<file path="config.mk">
export PLATFORM = sky130hd
export DESIGN_NAME = stdp_controller
export DESIGN_NICKNAME = d
export VERILOG_FILES = /design/src/rtl/stdp_pkg.sv /design/src/rtl/stdp_delta_lut.sv /design/src/rtl/stdp_controller.sv
export SDC_FILE = /design/constraint.sdc
export NUM_CORES = 1
export LEC_CHECK = 0
export CORE_ASPECT_RATIO = 2
export CORE_UTILIZATION = 43
export CTS_BUF_LIST = sky130_fd_sc_hd__clkbuf_8 sky130_fd_sc_hd__clkbuf_16
export DETAILED_ROUTE_END_ITERATION = 16
export PLACE_DENSITY_LB_ADDON = 0.3
export SYNTH_ARGS = -nofsm -noshare
export SYNTH_HDL_FRONTEND = slang
export SYNTH_SLANG_ARGS = --single-unit
</file>
<file path="constraint.sdc">
create_clock -name clk -period 4.7 [get_ports clk]
set_clock_uncertainty 0.15 [all_clocks]
set_input_delay 0.705 -clock clk [delete_from_list [all_inputs] [get_ports clk]]
set_output_delay 0.705 -clock clk [all_outputs]
set_load 0.01 [all_outputs]
</file>
<file path="src/rtl/stdp_pkg.sv">
// -----------------------------------------------------------------------------
// stdp_pkg
// Shared types and constants for the STDP synapse controller:
//   - stdp_state_t : pairing FSM state (2 bits)
//   - TIMER_MAX    : last timer value still inside the pairing window
//   - BIN_EDGE_*   : upper inclusive time_diff edge of each delta bin
//   - DELTA_BIN*   : weight step applied for each bin (LTP and LTD alike)
// -----------------------------------------------------------------------------
package stdp_pkg;

    localparam int unsigned W_W  = 8;   // weight / current width
    localparam int unsigned TD_W = 4;   // timer / time_diff width

    localparam logic [TD_W-1:0] TIMER_MAX  = 4'd15;

    localparam logic [TD_W-1:0] BIN_EDGE_0 = 4'd3;
    localparam logic [TD_W-1:0] BIN_EDGE_1 = 4'd7;
    localparam logic [TD_W-1:0] BIN_EDGE_2 = 4'd11;

    localparam logic [W_W-1:0]  DELTA_BIN0 = 8'd16;
    localparam logic [W_W-1:0]  DELTA_BIN1 = 8'd8;
    localparam logic [W_W-1:0]  DELTA_BIN2 = 8'd4;
    localparam logic [W_W-1:0]  DELTA_BIN3 = 8'd2;

    typedef enum logic [1:0] {
        ST_IDLE      = 2'd0,
        ST_PRE_SEEN  = 2'd1,
        ST_POST_SEEN = 2'd2,
        ST_UPDATE    = 2'd3
    } stdp_state_t;

endpackage : stdp_pkg

</file>
<file path="src/rtl/stdp_delta_lut.sv">
// -----------------------------------------------------------------------------
// stdp_delta_lut
// Combinational map from pairing interval to weight step. Closer spike pairs
// give larger steps; the same table serves potentiation and depression.
//   time_diff_i [3:0] : spike interval in cycles (1..15 in normal use)
//   delta_o     [7:0] : weight step magnitude
// -----------------------------------------------------------------------------
module stdp_delta_lut
    import stdp_pkg::*;
(
    input  logic [TD_W-1:0] time_diff_i,
    output logic [W_W-1:0]  delta_o
);

    // Interval 0 never occurs after a real pairing; it falls into the nearest bin.
    always_comb begin
        delta_o = DELTA_BIN3;
        if (time_diff_i <= BIN_EDGE_0) begin
            delta_o = DELTA_BIN0;
        end else if (time_diff_i <= BIN_EDGE_1) begin
            delta_o = DELTA_BIN1;
        end else if (time_diff_i <= BIN_EDGE_2) begin
            delta_o = DELTA_BIN2;
        end
    end

endmodule : stdp_delta_lut

</file>
<file path="src/rtl/stdp_controller.sv">
// -----------------------------------------------------------------------------
// stdp_controller
// Single-synapse learning controller placed between a presynaptic and a
// postsynaptic lif neuron. Pairs pre/post spikes with a saturating window
// timer, applies a binned pair-based STDP step to an 8-bit weight, and gates
// the weight onto the synaptic current on each presynaptic spike.
//   clk, rst        : clock, synchronous active-high reset
//   pre_spike       : presynaptic spike pulse
//   post_spike      : postsynaptic spike pulse
//   learn_en        : enables pairing and weight updates
//   w_load/_val     : direct weight load (wins over an update)
//   weight          : current synaptic weight
//   syn_current     : registered weight gated by pre_spike
//   update_w_flag   : high during the single UPDATE cycle
//   ltp             : direction of the latest update (1 = potentiation)
//   time_diff       : interval of the latest pairing, held afterwards
//   busy            : controller not idle
// -----------------------------------------------------------------------------
module stdp_controller
    import stdp_pkg::*;
#(
    parameter logic [7:0] W_INIT = 8'd64,
    parameter logic [7:0] W_MAX  = 8'd255,
    parameter logic [7:0] W_MIN  = 8'd0
) (
    input  logic            clk,
    input  logic            rst,
    input  logic            pre_spike,
    input  logic            post_spike,
    input  logic            learn_en,
    input  logic            w_load,
    input  logic [W_W-1:0]  w_load_val,
    output logic [W_W-1:0]  weight,
    output logic [W_W-1:0]  syn_current,
    output logic            update_w_flag,
    output logic            ltp,
    output logic [TD_W-1:0] time_diff,
    output logic            busy
);

    stdp_state_t     state_q, state_d;
    logic [TD_W-1:0] timer_q, timer_d;
    logic [W_W-1:0]  weight_q, weight_d;
    logic [W_W-1:0]  syn_q, syn_d;
    logic            flag_q, flag_d;
    logic            ltp_q, ltp_d;
    logic [TD_W-1:0] td_q, td_d;
    logic            busy_q, busy_d;

    logic [W_W-1:0]  delta;
    logic [W_W:0]    sum9;
    logic [W_W:0]    diff9;
    logic            pairing;

    stdp_delta_lut u_delta_lut (
        .time_diff_i (td_q),
        .delta_o     (delta)
    );

    // 9-bit arithmetic so overflow / borrow is visible before clamping.
    assign sum9  = {1'b0, weight_q} + {1'b0, delta};
    assign diff9 = {1'b0, weight_q} - {1'b0, delta};

    // State and output registers.
    always_ff @(posedge clk) begin
        if (rst) begin
            state_q  <= ST_IDLE;
            timer_q  <= '0;
            weight_q <= W_INIT;
            syn_q    <= '0;
            flag_q   <= 1'b0;
            ltp_q    <= 1'b0;
            td_q     <= '0;
            busy_q   <= 1'b0;
        end else begin
            state_q  <= state_d;
            timer_q  <= timer_d;
            weight_q <= weight_d;
            syn_q    <= syn_d;
            flag_q   <= flag_d;
            ltp_q    <= ltp_d;
            td_q     <= td_d;
            busy_q   <= busy_d;
        end
    end

    // Pairing FSM and window timer.
    always_comb begin
        state_d = state_q;
        timer_d = timer_q;
        if (!learn_en) begin
            state_d = ST_IDLE;
            timer_d = '0;
        end else begin
            unique case (state_q)
                // UPDATE re-arms from the spikes seen during it, like IDLE.
                ST_IDLE, ST_UPDATE: begin
                    state_d = ST_IDLE;
                    timer_d = '0;
                    if (pre_spike && !post_spike) begin
                        state_d = ST_PRE_SEEN;
                        timer_d = TD_W'(1);
                    end else if (post_spike && !pre_spike) begin
                        state_d = ST_POST_SEEN;
                        timer_d = TD_W'(1);
                    end
                end
                ST_PRE_SEEN: begin
                    if (post_spike) begin
                        state_d = ST_UPDATE;
                        timer_d = '0;
                    end else if (pre_spike) begin
                        // Nearest-neighbour: a newer pre replaces the old one.
                        timer_d = TD_W'(1);
                    end else if (timer_q == TIMER_MAX) begin
                        state_d = ST_IDLE;
                        timer_d = '0;
                    end else begin
                        timer_d = timer_q + TD_W'(1);
                    end
                end
                ST_POST_SEEN: begin
                    if (pre_spike) begin
                        state_d = ST_UPDATE;
                        timer_d = '0;
                    end else if (post_spike) begin
                        timer_d = TD_W'(1);
                    end else if (timer_q == TIMER_MAX) begin
                        state_d = ST_IDLE;
                        timer_d = '0;
                    end else begin
                        timer_d = timer_q + TD_W'(1);
                    end
                end
                default: begin
                    state_d = ST_IDLE;
                    timer_d = '0;
                end
            endcase
        end
    end

    assign pairing = (state_d == ST_UPDATE) &&
                     ((state_q == ST_PRE_SEEN) || (state_q == ST_POST_SEEN));

    // Next values of the registered outputs.
    always_comb begin
        weight_d = weight_q;
        ltp_d    = ltp_q;
        td_d     = td_q;
        syn_d    = pre_spike ? weight_q : '0;
        flag_d   = (state_d == ST_UPDATE);
        busy_d   = (state_d != ST_IDLE);

        if (pairing) begin
            ltp_d = (state_q == ST_PRE_SEEN);
            td_d  = timer_q;
        end

        // A load discards any delta computed in the same cycle.
        if (w_load) begin
            weight_d = w_load_val;
        end else if ((state_q == ST_UPDATE) && learn_en) begin
            if (ltp_q) begin
                weight_d = (sum9 > {1'b0, W_MAX}) ? W_MAX : sum9[W_W-1:0];
            end else begin
                weight_d = (diff9[W_W] || (diff9[W_W-1:0] < W_MIN)) ? W_MIN
                                                                    : diff9[W_W-1:0];
            end
        end
    end

    assign weight        = weight_q;
    assign syn_current   = syn_q;
    assign update_w_flag = flag_q;
    assign ltp           = ltp_q;
    assign time_diff     = td_q;
    assign busy          = busy_q;

endmodule : stdp_controller

</file>
==> results of run 1 <==
==> worst reg2reg max path: cells and delay by family, from the launching register on <==
kind                       cells  cell delay (ns)
AOI/OAI and AO/OA              3             0.76
adders and majority gates      2             0.61
and+or+nand+nor                3             0.44
DFF                            1             0.35
xor gates and xnor gates       1             0.18
==> metal layers <==
metal,up-vias,part of all wire,track usage
li1,796,-,-
met1,748,0.36,0.235
met2,42,0.57,0.398
met3,15,0.030,0.0390
met4,0,0.038,0.112
met5,-,0,0
==> sequential cells by signal (all words and copies together), names as in the netlist <==
register	flops
weight	8
busy	1
ltp	1
timer_q	4
update_w_flag	1
syn_current	8
state_q	2
time_diff	4
==> metrics by stage <==
stage	instances	area, sq um	utilization
detailed placement	286	2170	0.559
CTS	292	2240	0.578
global route	292	2240	0.578
finish	292	2240	0.578
global placement	286	2170	0.559
floorplan	204	1770	-
==> power breakdown <==
group          leakage, uW  switching (uW)  internal [uW]
registers         0.000236            15.2            257
clock network    0.0000399            90.3           97.1
logic             0.000632            62.2           64.3
total             0.000908             168            418
==> area by class of cell <==
cell class              instances  share of cell area
well taps                      51              0.0284
multi-input cells             156               0.496
clock inverters                 1             0.00223
flip-flops and latches         29               0.259
repair buffers                 36               0.161
clock buffers                   5              0.0307
inverters                      14              0.0234
==> kinds of logic (layout without fill, tap and decap cells) <==
group	count (synthesis)	count (layout)	synth area share
fa+ha+maj	17	17	0.128
mux	6	6	0.0339
simple gates	77	77	0.245
xor+xnor	6	6	0.0296
buf+inv	19	56	0.0451
flops	29	29	0.327
compound gates	50	50	0.190
==> layout by cell type (no fill, tap or decap), types with 2 or more instances in the layout <==
cell and instances:
clkdlybuf4s50_1 36, dfxtp_1 29, nor2_1 20, ha_1 15, inv_1 14, o21ai_0 14
nand2_1 11, nand2b_1 10, and2_1 10, a21oi_1 10, nor3_1 9, mux2i_1 6
xor2_1 6, nor2b_1 5, clkbuf_8 5, o211ai_1 4, a211oi_1 3, o22a_1 2
a311oi_1 2, nor4_1 2, nand4b_1 2, fa_1 2
==> worst max-delay path by stage <==
stage,cells past startpoint,slack [ns],from,to
after floorplan,9,2.32,time_diff[2],weight[5]
after global routing,8,1.97,time_diff[2],weight[4]
after detailed placement,7,1.93,pre_spike,ltp
after CTS,9,2.10,time_diff[2],weight[5]
after global placement,7,1.98,pre_spike,ltp
final,9,2.11,time_diff[2],weight[5]
==> results.cfg, run 1 <==
[outcome]
outcome = complete, no violations

[worst_setup_path]
rr_endpoint = weight[5]
cp_max_fo = 6
start_kind = register
timing.critical_path.buf_inv = 0
reg2reg_depth = 9
cpPeakStageDelay_ns = 0.40
regToRegSetupSlack_ns = 2.11
critical_path_arrival_ns = 2.61
endpoint_kind = register
crit_required_ns = 4.72
timing.rr.start = time_diff[2]
crit_path_top_delay_cell = fa_1
worstSetupPathType = reg -> reg
cp_top_family = compound AO/OA/AOI/OAI gates
path_cells = and2_1 -> ha_1 -> fa_1 -> nand2b_1 -> a21oi_1 -> xor2_1 -> nor3_1 -> a211o_1 -> a32o_1

[power_and_ir_drop]
total_power_uw = 586
p_per_area_nw_per_um2 = 261
p_leak_uw = 0.000908
peakVddDrop_mv = 0.190

[drt]
ant_nets = 0
drc = 0
routed_wl_microns = 4280
via_count = 1601
dr.pass1.iters = 4
wl_per_cell_microns = 14.7
avgViaCountPerCell = 5.48
first_iter_violations = 32

[cells_and_area]
nNetsFinal = 273
regArea_sq_um = 581
n_antenna_cell = 0
drive_gt1_frac = 0.0539
final.fill_count = 386
syn2layout_area_growth_pct = 26.5
multi_input_area_sq_um = 1110

[place]
hpwl_microns = 3400
gp_congestion = 0.905
portBuffers = 36
pre_cts_slack_ns = 1.93

[grt]
grt.overflow.total = 0
antenna_found_initial = 0
grt_max_degree = 18
grt_pass1_wl_microns = 7220
grt_pass1_vias = 1633
grt_util_all_layers = 0.226

[sta]
drv_slew = 0
max_freq_ghz = 0.385
tns_ns = 0
fin_crit_sh = 0.552
layout_min_cycle_time_ns = 2.59
relSlewSlack = 0.611
finalSetupViolations = 0
fin_hold_ws_ns = 0.329
layout_setup_ws_ns = 2.11
hold_violations = 0
rsz0062_at_grt = false
worst_slew_pin_slew_ns = 0.575

[hold_path]
min_from = weight[0]
hold_class = reg -> reg
holdPathStages = 1
min_to = syn_current[0]

[clocking]
path_clk_slew_ns = 0.06
clk_latency_ns = 0.27
cts_setup_buffers = 0
clock_sinks = 29
cts_made_buffers = 5
clockBufferDepth = 2
htreeDepth = 2
cts_tree = built
holdBufCountCts = 0
cts-resized-gates = 0
clock-root-buffer = clkbuf_8

[job]
max_cap_violations = 0

[logic_synthesis]
avgSynthCellArea_sq_um = 8.70
syn-cell-area_sq_um = 1770
synth_cells = 204
yosys.cell_count.top_type = dfxtp_1
yosysTopAreaCell = dfxtp_1
ys_seq_area_frac = 0.327
synth-edff-count = 0
synth_top_flop_cell = dfxtp_1
synthTopCellsByCount = dfxtp_1 (29), nor2_1 (20), ha_1 (15)
synth_area_leaders = dfxtp_1 (33%), ha_1 (11%), nor2_1 (4.2%)
ys_seq_elements = 29
yosys.area.top_type_share = 0.327
async_reset_ff_frac = 0
synthesis.nets = 235
synth.distinct_cells = 46
ys_warn_count = 0

[floorplan]
fp.dieH_microns = 92.8
die_w_microns = 47.4
die_area_sq_um = 4400
start_util = 0.457
io_pins = 37
num_rows = 32
core_area_sq_um = 3880
(Power assumes the default switching activity.)
==> run 2: changes to the inputs <==
==> constraint.sdc (replaced) <==
create_clock -name clk -period 2.3 [get_ports clk]
set_clock_uncertainty 0.15 [all_clocks]
set_input_delay 0.345 -clock clk [delete_from_list [all_inputs] [get_ports clk]]
set_output_delay 0.345 -clock clk [all_outputs]
set_load 0.01 [all_outputs]
==> run 2 against run 1 <==
Net effect:
- design area grew 15%
- utilization grew 8.8 points
- register-to-register slack lost 2.1 ns
- critical path type unchanged
- via count grew 6.9%
- largest cell class unchanged
==> results.cfg, run 2 (synthesized netlist as in run 1, its figures left out) <==
[power_and_ir_drop]
peakVddDrop_mv = 0.415
clkPwrFrac = 0.350
p_int_uw = 960
sw_frac_of_total = 0.280
p_per_area_nw_per_um2 = 515
total_power_uw = 1330
switchingPower_uw = 373
p_leak_uw = 0.00108
p_seq_frac = 0.414
pwr-share-comb = 0.237

[cells_and_area]
nNetsFinal = 299
drive_gt1_frac = 0.230
final.fill_count = 329
final_cell_mix = clkdlybuf4s50_1 (36), dfxtp_1 (27), buf_4 (26)
n_antenna_cell = 0
stdcell_area_sq_um = 2590
syn2layout_area_growth_pct = 45.8
layout_commonest_cell = clkdlybuf4s50_1

[drt]
via_count = 1711
avgViaCountPerCell = 5.35
first_iter_violations = 33
wl_per_cell_microns = 14.9
drc = 0
routed_wl_microns = 4780
dr.pass1.iters = 4
ant_nets = 0

[place]
portBuffers = 36
gp_congestion = 0.935
pre_cts_slack_ns = -0.0724
placed_cell_area_sq_um = 2360
hpwl_microns = 3700

[grt]
grt.overflow.total = 0
grt_pass1_wl_microns = 7590
grt_util_all_layers = 0.241
grt_max_degree = 16
grt_pass1_vias = 1749
antenna_found_initial = 0

[clocking]
clock_sinks = 29
cts_tree = built
clock-root-buffer = clkbuf_8
cts_made_buffers = 5
holdBufCountCts = 0
clockBufferDepth = 2
path_clk_slew_ns = 0.06
htreeDepth = 2
clk_latency_ns = 0.28

[sta]
relSlewSlack = 0.629
worst_slew_pin_slew_ns = 0.551
tns_ns = 0
max_freq_ghz = 0.435
fin_hold_ws_ns = 0.349
hold_violations = 0
rsz0062_at_grt = true
layout_setup_ws_ns = 0.00108
layout_min_cycle_time_ns = 2.30
fin_crit_sh = 1.00
finalSetupViolations = 0
drv_slew = 0

[job]
max_cap_violations = 0

[worst_setup_path]
start_kind = register
cp_top_family = compound AO/OA/AOI/OAI gates
crit_path_top_delay_cell = dfxtp_4
crit_required_ns = 2.33
cpPeakStageDelay_ns = 0.37
worstSetupPathType = reg -> reg
path_cells = and2_4 -> ha_4 -> fa_2 -> nand2b_4 -> a21oi_4 -> xor2_1 -> nor3_1 -> a211o_1 -> a32o_1
cp_max_fo = 6
endpoint_kind = register
critical_path_arrival_ns = 2.32
timing.critical_path.buf_inv = 0

[floorplan]
die_w_microns = 47.4
die_area_sq_um = 4400
io_pins = 37
start_util = 0.457
fp.dieH_microns = 92.8
core_area_sq_um = 3880
num_rows = 32

[hold_path]
hold_class = reg -> reg

[outcome]
outcome = complete, no violations
## run 2: changes by cell type in the layout (fill, tap and decap cells not counted), moves of 2 or more
cell / previous run / this run
nor2_1: 20 / 18
nand2b_1: 10 / 7
ha_1: 15 / 12
fa_1: 2 / 0
fa_2: 0 / 2
nand2b_4: 0 / 3
o21ai_0: 14 / 12
a21oi_1: 10 / 8
dfxtp_1: 29 / 27
ha_4: 0 / 3
clkbuf_8: 5 / 7
buf_4: 0 / 26
## run 2: metrics by stage
stage,std cells,util
floorplan,204,-
global placement,309,0.607
detailed placement,309,0.607
CTS,318,0.642
global route,320,0.666
finish,320,0.666
## run 2: area by class of cell
cell class / instances / area (sq um) / area share
Multi-Input combinational cell: 156 / 1230 / 0.475
Clock inverter: 1 / 5.00 / 0.00193
Clock buffer: 7 / 96.3 / 0.0372
Inverter: 14 / 52.6 / 0.0203
Sequential cell: 29 / 586 / 0.226
Tap cell: 51 / 63.8 / 0.0247
Timing Repair Buffer: 62 / 556 / 0.215
## run 2: per-layer routing
metal	track usage	up-vias	wire length, microns
met5	0	-	0
met4	0.143	0	187
met3	0.0409	15	204
met2	0.425	52	2750
met1	0.240	797	1640
li1	-	847	-
## run 2: worst reg2reg max path: cells and delay by family, from the launching register on
kind / cells / cell delay (ns)
adders and majority gates: 2 / 0.53
DFF: 1 / 0.37
xor gates and xnor gates: 1 / 0.17
AOI/OAI and AO/OA: 3 / 0.60
and+or+nand+nor: 3 / 0.37
## run 2: power by group through the flow
stage,Combinational (uW),Clock [uW],Sequential [uW]
floorplan,168,0,560
global placement,288,0,562
detailed placement,290,0,562
CTS,299,477,551
global route,344,496,555
finish,315,466,551
## run 2: final timing paths
path	start	to	slack (ns)	cells after the start
max	time_diff[3]	weight[5]	0.001	9
min	weight[0]	syn_current[0]	0.35	1
max reg2reg	time_diff[3]	weight[5]	0.001	9
min reg2reg	weight[0]	syn_current[0]	0.35	1
## run 2: timing repair
item / in CTS / in global routing
pin swaps: 4 / 6
setup endpoints to repair: 3 / 7
resized for setup: 7 / 16
buffers inserted: 1 / 2
